[src/rtl/output_fpga_pkg.sv]
// Shared types and constants for the output-side seven-segment display block.
package output_fpga_pkg;

    localparam int DATA_W     = 17;
    localparam int DIGITS     = 6;
    localparam int ITERATIONS = 17;
    localparam int BCD_W      = 4 * DIGITS;
    localparam int SR_W       = BCD_W + DATA_W;

    typedef enum logic [1:0] {
        IDLE,
        CONVERT,
        UPDATE
    } state_t;

    localparam logic [6:0] SEG_0     = 7'h40;
    localparam logic [6:0] SEG_1     = 7'h79;
    localparam logic [6:0] SEG_2     = 7'h24;
    localparam logic [6:0] SEG_3     = 7'h30;
    localparam logic [6:0] SEG_4     = 7'h19;
    localparam logic [6:0] SEG_5     = 7'h12;
    localparam logic [6:0] SEG_6     = 7'h02;
    localparam logic [6:0] SEG_7     = 7'h78;
    localparam logic [6:0] SEG_8     = 7'h00;
    localparam logic [6:0] SEG_9     = 7'h10;
    localparam logic [6:0] SEG_BLANK = 7'h7F;
    localparam logic [6:0] SEG_MINUS = 7'h3F;

    // One shift-and-add-3 step over the combined {bcd, magnitude} register.
    function automatic logic [SR_W-1:0] dabble_step(input logic [SR_W-1:0] sr);
        logic [SR_W-1:0] t;
        t = sr;
        for (int unsigned i = 0; i < DIGITS; i++) begin
            if (t[DATA_W + 4*i +: 4] >= 4'd5)
                t[DATA_W + 4*i +: 4] = t[DATA_W + 4*i +: 4] + 4'd3;
        end
        return {t[SR_W-2:0], 1'b0};
    endfunction

endpackage

[src/rtl/output_fpga_seg7_encoder.sv]
// Combinational BCD digit to active-low gfedcba segment pattern.
module seg7_encoder
    import output_fpga_pkg::*;
(
    input  logic [3:0] digit,
    output logic [6:0] seg
);

    always_comb begin
        seg = SEG_BLANK;
        case (digit)
            4'd0: seg = SEG_0;
            4'd1: seg = SEG_1;
            4'd2: seg = SEG_2;
            4'd3: seg = SEG_3;
            4'd4: seg = SEG_4;
            4'd5: seg = SEG_5;
            4'd6: seg = SEG_6;
            4'd7: seg = SEG_7;
            4'd8: seg = SEG_8;
            4'd9: seg = SEG_9;
            default: seg = SEG_BLANK;
        endcase
    end

endmodule

[src/rtl/output_fpga.sv]
// Accepts a result word, converts it to BCD serially and drives six
// active-low seven-segment displays with optional sign and zero blanking.
module output_fpga
    import output_fpga_pkg::*;
#(
    parameter int SIGNED      = 0,
    parameter int BLANK_ZEROS = 1
) (
    input  logic              clock,
    input  logic              reset,
    input  logic [DATA_W-1:0] Data,
    input  logic              out_valid,
    output logic              out_ready,
    output logic [6:0]        HEX0,
    output logic [6:0]        HEX1,
    output logic [6:0]        HEX2,
    output logic [6:0]        HEX3,
    output logic [6:0]        HEX4,
    output logic [6:0]        HEX5
);

    state_t            state;
    logic [BCD_W-1:0]  bcd;
    logic [DATA_W-1:0] mag;
    logic [4:0]        cnt;
    logic              sign;
    logic [6:0]        hex_q [DIGITS];

    logic              neg_in;
    logic [DATA_W-1:0] mag_in;
    logic [6:0]        seg   [DIGITS];
    logic [6:0]        hex_n [DIGITS];
    logic [DIGITS-1:0] nz;

    assign out_ready = (state == IDLE);
    assign neg_in    = (SIGNED != 0) && Data[DATA_W-1];
    assign mag_in    = neg_in ? (~Data + 1'b1) : Data;

    for (genvar g = 0; g < DIGITS; g++) begin : g_enc
        seg7_encoder u_enc (
            .digit (bcd[4*g +: 4]),
            .seg   (seg[g])
        );
    end

    // nz[k] is set when digit k or any digit above it is non-zero.
    always_comb begin
        nz = '0;
        nz[DIGITS-1] = (bcd[BCD_W-1 -: 4] != 4'd0);
        for (int unsigned k = DIGITS - 1; k > 0; k--)
            nz[k-1] = nz[k] | (bcd[4*(k-1) +: 4] != 4'd0);
        for (int unsigned k = 0; k < DIGITS; k++)
            hex_n[k] = ((BLANK_ZEROS != 0) && (k != 0) && !nz[k]) ? SEG_BLANK : seg[k];
        if (SIGNED != 0)
            hex_n[DIGITS-1] = sign ? SEG_MINUS : SEG_BLANK;
    end

    always_ff @(posedge clock) begin
        if (reset) begin
            state <= IDLE;
            bcd   <= '0;
            mag   <= '0;
            cnt   <= '0;
            sign  <= 1'b0;
            for (int unsigned k = 0; k < DIGITS; k++)
                hex_q[k] <= SEG_BLANK;
        end else begin
            case (state)
                IDLE: begin
                    if (out_valid) begin
                        mag   <= mag_in;
                        sign  <= neg_in;
                        bcd   <= '0;
                        cnt   <= '0;
                        state <= CONVERT;
                    end
                end
                CONVERT: begin
                    {bcd, mag} <= dabble_step({bcd, mag});
                    if (cnt == 5'(ITERATIONS - 1)) begin
                        state <= UPDATE;
                    end else begin
                        cnt <= cnt + 5'd1;
                    end
                end
                UPDATE: begin
                    for (int unsigned k = 0; k < DIGITS; k++)
                        hex_q[k] <= hex_n[k];
                    state <= IDLE;
                end
                default: state <= IDLE;
            endcase
        end
    end

    assign HEX0 = hex_q[0];
    assign HEX1 = hex_q[1];
    assign HEX2 = hex_q[2];
    assign HEX3 = hex_q[3];
    assign HEX4 = hex_q[4];
    assign HEX5 = hex_q[5];

endmodule

[config.mk]
export PLATFORM = sky130hd
export DESIGN_NAME = output_fpga
export DESIGN_NICKNAME = d
export VERILOG_FILES = /design/src/rtl/output_fpga_pkg.sv /design/src/rtl/output_fpga_seg7_encoder.sv /design/src/rtl/output_fpga.sv
export SDC_FILE = /design/constraint.sdc
export NUM_CORES = 1
export LEC_CHECK = 0
export ABC_AREA = 1
export BUFFER_PORTS_ARGS = -buffer_cell sky130_fd_sc_hd__buf_4
export CORE_MARGIN = 2
export CORE_UTILIZATION = 52
export DETAILED_ROUTE_END_ITERATION = 10
export HOLD_SLACK_MARGIN = 0.02
export PLACE_DENSITY = 0.72
export SYNTH_ARGS = -nofsm -noshare
export SYNTH_HDL_FRONTEND = slang
export SYNTH_SLANG_ARGS = --single-unit
[constraint.sdc]
create_clock -name clock -period 5.2 [get_ports clock]
set_clock_uncertainty 0.2 [all_clocks]
set_input_delay 1.04 -clock clock [delete_from_list [all_inputs] [get_ports clock]]
set_output_delay 1.04 -clock clock [all_outputs]
set_load 0.005 [all_outputs]
* After elaboration in Yosys (flattened, before gate mapping)
Memory sizes are Yosys's and may differ from the RTL's. A register that Yosys moved wholly into a read port is not among the register bits.
Cells that the tools add are included.
** Word-level totals
- Memory bits (read-only) :: 672
- Register bits after elaboration :: 48
- Memories kept :: 7
- Bits of input ports :: 20
- Output and inout port bits :: 43
- RAM bits :: 42
- Word-level logic and storage cells :: 94
** Operators by class
- Bitwise logic cells :: 10
- Add/subtract/negate cells :: 7
- Reductions and logical operators :: 10
- Muxes and demuxes :: 44
- $lt $le $gt $ge :: 6
- Eq/ne operators :: 6
** Memories
- (name not given) :: words 16, width 7, rd ports 1, clocked after memory_dff 1, wr ports 0, line output_fpga_seg7_encoder.sv:11 : case (digit)
- (name not given) :: words 16, width 7, rd ports 1, clocked after memory_dff 1, wr ports 0, line output_fpga_seg7_encoder.sv:11
- (name not given) :: words 16, width 7, rd ports 1, clocked after memory_dff 1, wr ports 0, line output_fpga_seg7_encoder.sv:11
- (name not given) :: words 16, width 7, rd ports 1, clocked after memory_dff 1, wr ports 0, line output_fpga_seg7_encoder.sv:11
- (name not given) :: words 16, width 7, rd ports 1, clocked after memory_dff 1, wr ports 0, line output_fpga_seg7_encoder.sv:11
- (name not given) :: words 16, width 7, rd ports 1, clocked after memory_dff 1, wr ports 0, line output_fpga_seg7_encoder.sv:11
- +1 memories
** Operators with widths (number)
- $mux 7 :: 11
- $mux 4 :: 17
- $pmux 24 s2 :: 1
- $pmux 17 s2 :: 1
- $ge 4x3->1 const B :: 6
- $mux 24 :: 1
- $add 4x2->4 const B :: 5
- $reduce_bool 4->1 :: 5
- $mux 17 :: 1
- $mux 5 :: 2
- $or 1x1->1 :: 10
- $pmux 5 s2 :: 1
- $ne 2x2->1 const B :: 3
- $add 5x1->5 const B :: 1
- $eq 5x5->1 const B :: 1
- $mux 1 :: 5
- $mux 2 :: 2
- $pmux 2 s2 :: 1
- $reduce_and 2->1 :: 2
- $add 3x2->3 const B :: 1
- $mux 3 :: 1
- $reduce_and 3->1 :: 1
- $eq 2x1->1 const B :: 1
- $eq 2x2->1 const B :: 1
- 2 further kinds :: 2

* Depth between registers and ports, before layout
- Depth in word-level cells :: 7
- Gate-level depth with buffers :: 15
- Gate-level depth less buffers :: 15

* Hierarchy
A second synthesis with hierarchy kept.
** Second synthesis, totals
- Cell total of the unflattened synthesis :: 693
- Area total of the unflattened synthesis :: 5398.9 sq um
** Modules (own cells, without submodules)
- output_fpga :: times used 1, sequential area each 2222.1 sq um, cells an instance 483, area an instance 4272.8 sq um
- seg7_encoder :: times used 6, sequential area each 0.0 sq um, cells an instance 35, area an instance 187.7 sq um

* Worst setup path before layout
Ideal clock, no wire load.
- Path kind :: reg-to-reg
- From :: reg state[1]
- To :: mem hex_q[0][0], enable pin
- Library setup time :: 0.500 ns
- Slack :: 1.115 ns
- Required time :: 4.500 ns
- Cell stages (with the launch flop) :: 3
- Arrival time :: 3.386 ns
- Period minus slack after synthesis :: 4.085 ns
- Buffers on the path :: 0
- Cells stage by stage :: dfxtp_1 inv_1 o21ai_0
** RTL lines
- from (decl) :: line output_fpga.sv:22 : state_t state;
- from (signal assigned) :: line output_fpga.sv:60 : state <= IDLE;
- from (signal assigned) :: line output_fpga.sv:75 : state <= CONVERT;
- from (signal assigned) :: line output_fpga.sv:81 : state <= UPDATE;
- to (decl) :: line output_fpga.sv:27 : logic [6:0] hex_q [DIGITS];

* Worst setup path after layout
- From :: in reset
- To :: reg, netlist name g_enc[5].u_enc.seg[3]
** On the way
- Word-level cells in the longest chain between the ends :: 1
** RTL lines
- from (decl) :: line output_fpga.sv:10 : input logic reset,
- $mux 4 (no line)
No other way between the ends.
A chain may end at the register's enable or synchronous reset.

==> results by group <==
Route
  • First drt pass iteration count: 6
  • Wirelength per Cell: 13.0 um
  • DRT antenna net count: 0
  • Avg Vias per Cell: 5.26
  • Vias post-DR: 5,168
  • Post-route DRC: 0
  • DRT iter0 DRCs: 251
  • Final wirelength: 12,800 um

Floorplanning
  • Initial Util: 53.3%
  • Die outline width: 115 um
  • Die Span Y: 115 um
  • Core area: 0.0120 mm2
  • # IOs: 63
  • Rows: 40
  • DIE AREA: 0.0132 mm2

Synth
  • Synth Net Count: 822
  • Post-Synth XOR/XNOR Area: 0.547%
  • Yosys top cell area share: 28.1%
  • Synth Area in Compound Gates: 8.24%
  • Top cells by area, synth: dfxtp_1 28%, edfxtp_1 20%, nand2_1 12%
  • Mux share of post-synthesis cell area: 0%
  • Yosys Warn Count: 0
  • Cell taking the most area after synthesis: dfxtp_1
  • Yosys cell types: 39
  • Syn_area_per_cell: 8.50 um2
  • Post-Syn Area: 0.00641 mm2
  • Synth Register Bits: 132
  • Simple-Gate Fraction of Synth Area: 26.4%
  • Post-synthesis adder-cell area fraction: 9.38%
  • Post-synthesis sequential area ratio: 47.8%
  • Largest family of logic cells by synthesized area: simple AND/OR/NAND/NOR gates
  • Cells after Synth: 754

Final layout
  • Fin util: 63.2%
  • P&R area growth vs syn: 18.6%
  • Register area: 0.00306 mm2
  • Combined area of the multi-input logic cells: 0.00287 mm2
  • Final Cell Area: 0.00760 mm2
  • ANT cells: 0
  • Layout cells sized above 1: 19.3%
  • Final #Nets: 891
  • Fillers: 1,006

Clock tree
  • Worst-path clk slew: 60 ps
  • Postcts setup bufs: 0
  • Clk_lat worst skew: 420 ps
  • CTS Hold Bufs: 0
  • Max Buffers Root-to-Sink: 2
  • CTS buffer count: 17
  • Clock sink count: 132
  • CTS tree: yes
  • H-Tree Depth: 4
  • CTS root buffer: clkbuf_16
  • CTS resizes: 0

Place
  • DP HPWL: 8940 um
  • PortBufs: 62
  • GP Congestion: 0.838
  • Pre-CTS setup slack: 2010 ps
  • Post-place instance area: 0.00700 mm2

Setup path
  • CP max stage cell: inv_2
  • Reg2Reg Setup Slack: 2510 ps
  • CP most frequent cell: nand2_1
  • Cell-by-cell trace of the critical path: buf_4 > inv_2 > nand2_1 > inv_2 > nand2_1 > nand2_1 > inv_1 > ha_1 > nand2_1 > o21ai_0 > nand2_1 > nand2_1
  • Critical Path Max Stage Delay: 340 ps
  • Critical path class: input port to register
  • Setup crit end kind: register
  • Data arrival, critical path: 2880 ps
  • CP max FO: 19
  • Startpoint types: input port
  • Critical path data required time: 5300 ps

Timing
  • Rel. slew slack: 52.9%
  • Tmin final: 2780 ps
  • Final Max Tran Viols: 0
  • Crit share post-route: 53.5%
  • Slew @ Worst Pin: 703 ps
  • Highest clock rate: 359 MHz
  • Final Hold Viols: 0
  • RSZ-0062 raised after global routing: no
  • Setup violations, final: 0
  • Fin Setup TNS: 0 ps
  • Final worst slack: 2420 ps

GRT
  • Grt ovf: 0
  • Initial antenna violation count: 0
  • First-pass GRT wire length: 21,200 um
  • Largest net degree at the start of global routing: 44
  • Vias in the first global route: 4,806
  • Gr usage total: 20.3%

Run status
  • Status: completed

Pwr
  • Power Total: 0.00236 W
  • VDD IR max: 0.192 mV
  • LEAKAGE: 3.39 nW
  • Pwr/cell area: 311 mW/mm2

Run
  • Max-Cap Viols: 0

Hold path
  • Hold Path Class: register to register
## sequential cells by signal (all words and copies together), names as in the netlist
register and flops:
state 2, g_enc.u_enc.seg 42, mag 17, bcd 24, hex_q 42, cnt 5
## path summary, 6_finish.rpt
path	startpoint	endpoint	cells past startpoint
setup / recovery	reset	g_enc[5].u_enc.seg[3]	12
hold / removal	mag[15]	mag[15]	2
setup reg to reg	state[0]	g_enc[5].u_enc.seg[3]	11
hold reg to reg	mag[15]	mag[15]	2
## area by class of cell
type	instances	share of cell area, %
clock inverters	13	2.08
clock buffers	19	5.83
inverters	105	5.19
well taps	147	2.42
flip-flops and latches	132	40.3
repair buffers	65	6.42
multi-input cells	502	37.7
## kinds of logic (layout without fill, tap and decap cells)
kind of cell             count (synthesis)  count (layout)
AND/OR/NAND/NOR                        375             375
flip-flops                             132             132
buffers and inverters                  120             202
AO/OA/AOI/OAI                           75              75
adder cells (fa/ha/maj)                 48              48
XOR/XNOR                                 4               4
## worst max-delay path, delay by kind of cell
family,cells,cell delay [ps]
and+or+nand+nor,6,730
AOI/OAI and AO/OA,1,70
adders and majority gates,1,320
buffers and inverters,4,700
## layout by cell type (no fill, tap or decap), types with 12 or more instances in the layout
master	instances
nand2_1	212
inv_1	92
dfxtp_1	90
nand3_1	71
buf_4	65
ha_1	48
edfxtp_1	42
nor2_1	26
clkbuf_16	17
o21ai_0	15
or2_2	14
nand2_2	13
nand4_1	13
nand3b_1	13
inv_2	12
o21ai_2	12
## metrics by stage
| step | instances | hold slack, ps |
|---|---|---|
| 3_5_place_dp | 951 | 265 |
| 2_1_floorplan | 754 | 229 |
| 3_3_place_gp | 951 | 246 |
| 4_1_cts | 983 | 279 |
| 6_report | 983 | 276 |
| 5_1_grt | 983 | 279 |
## per-layer routing
layer	part of all wire, %	vias to the layer above	global-route usage, %	wire [um]
met5	0	-	0	0
li1	-	2595	-	-
met2	48	197	34.0	6080
met1	43	2335	23.9	5470
met3	6.4	41	6.54	817
met4	3.0	0	9.08	385
## report_power, final
group / switching [W] / internal, W / total (W)
Combinational: 0.0000564 / 0.0000265 / 0.0000829
Clock: 0.000433 / 0.000763 / 0.00120
Sequential: 0.00000737 / 0.00107 / 0.00108
## cell usage after synthesis, drive strengths merged
cell and instances:
nand3b 13, dfxtp 90, a31oi 2, or2 14
nand3 73, inv 104, nor3 7, buf 13
ha 48, a32o 1, a22oi 9, a21oi 12
o311ai 3, nand4 13, o22ai 9, edfxtp 42
clkinv 1, o211ai 4, nor2 29, o21ai 34
clkbuf 2, a211oi 1, nand2 226, xor2 4
Power figures use the tool's default switching activity.
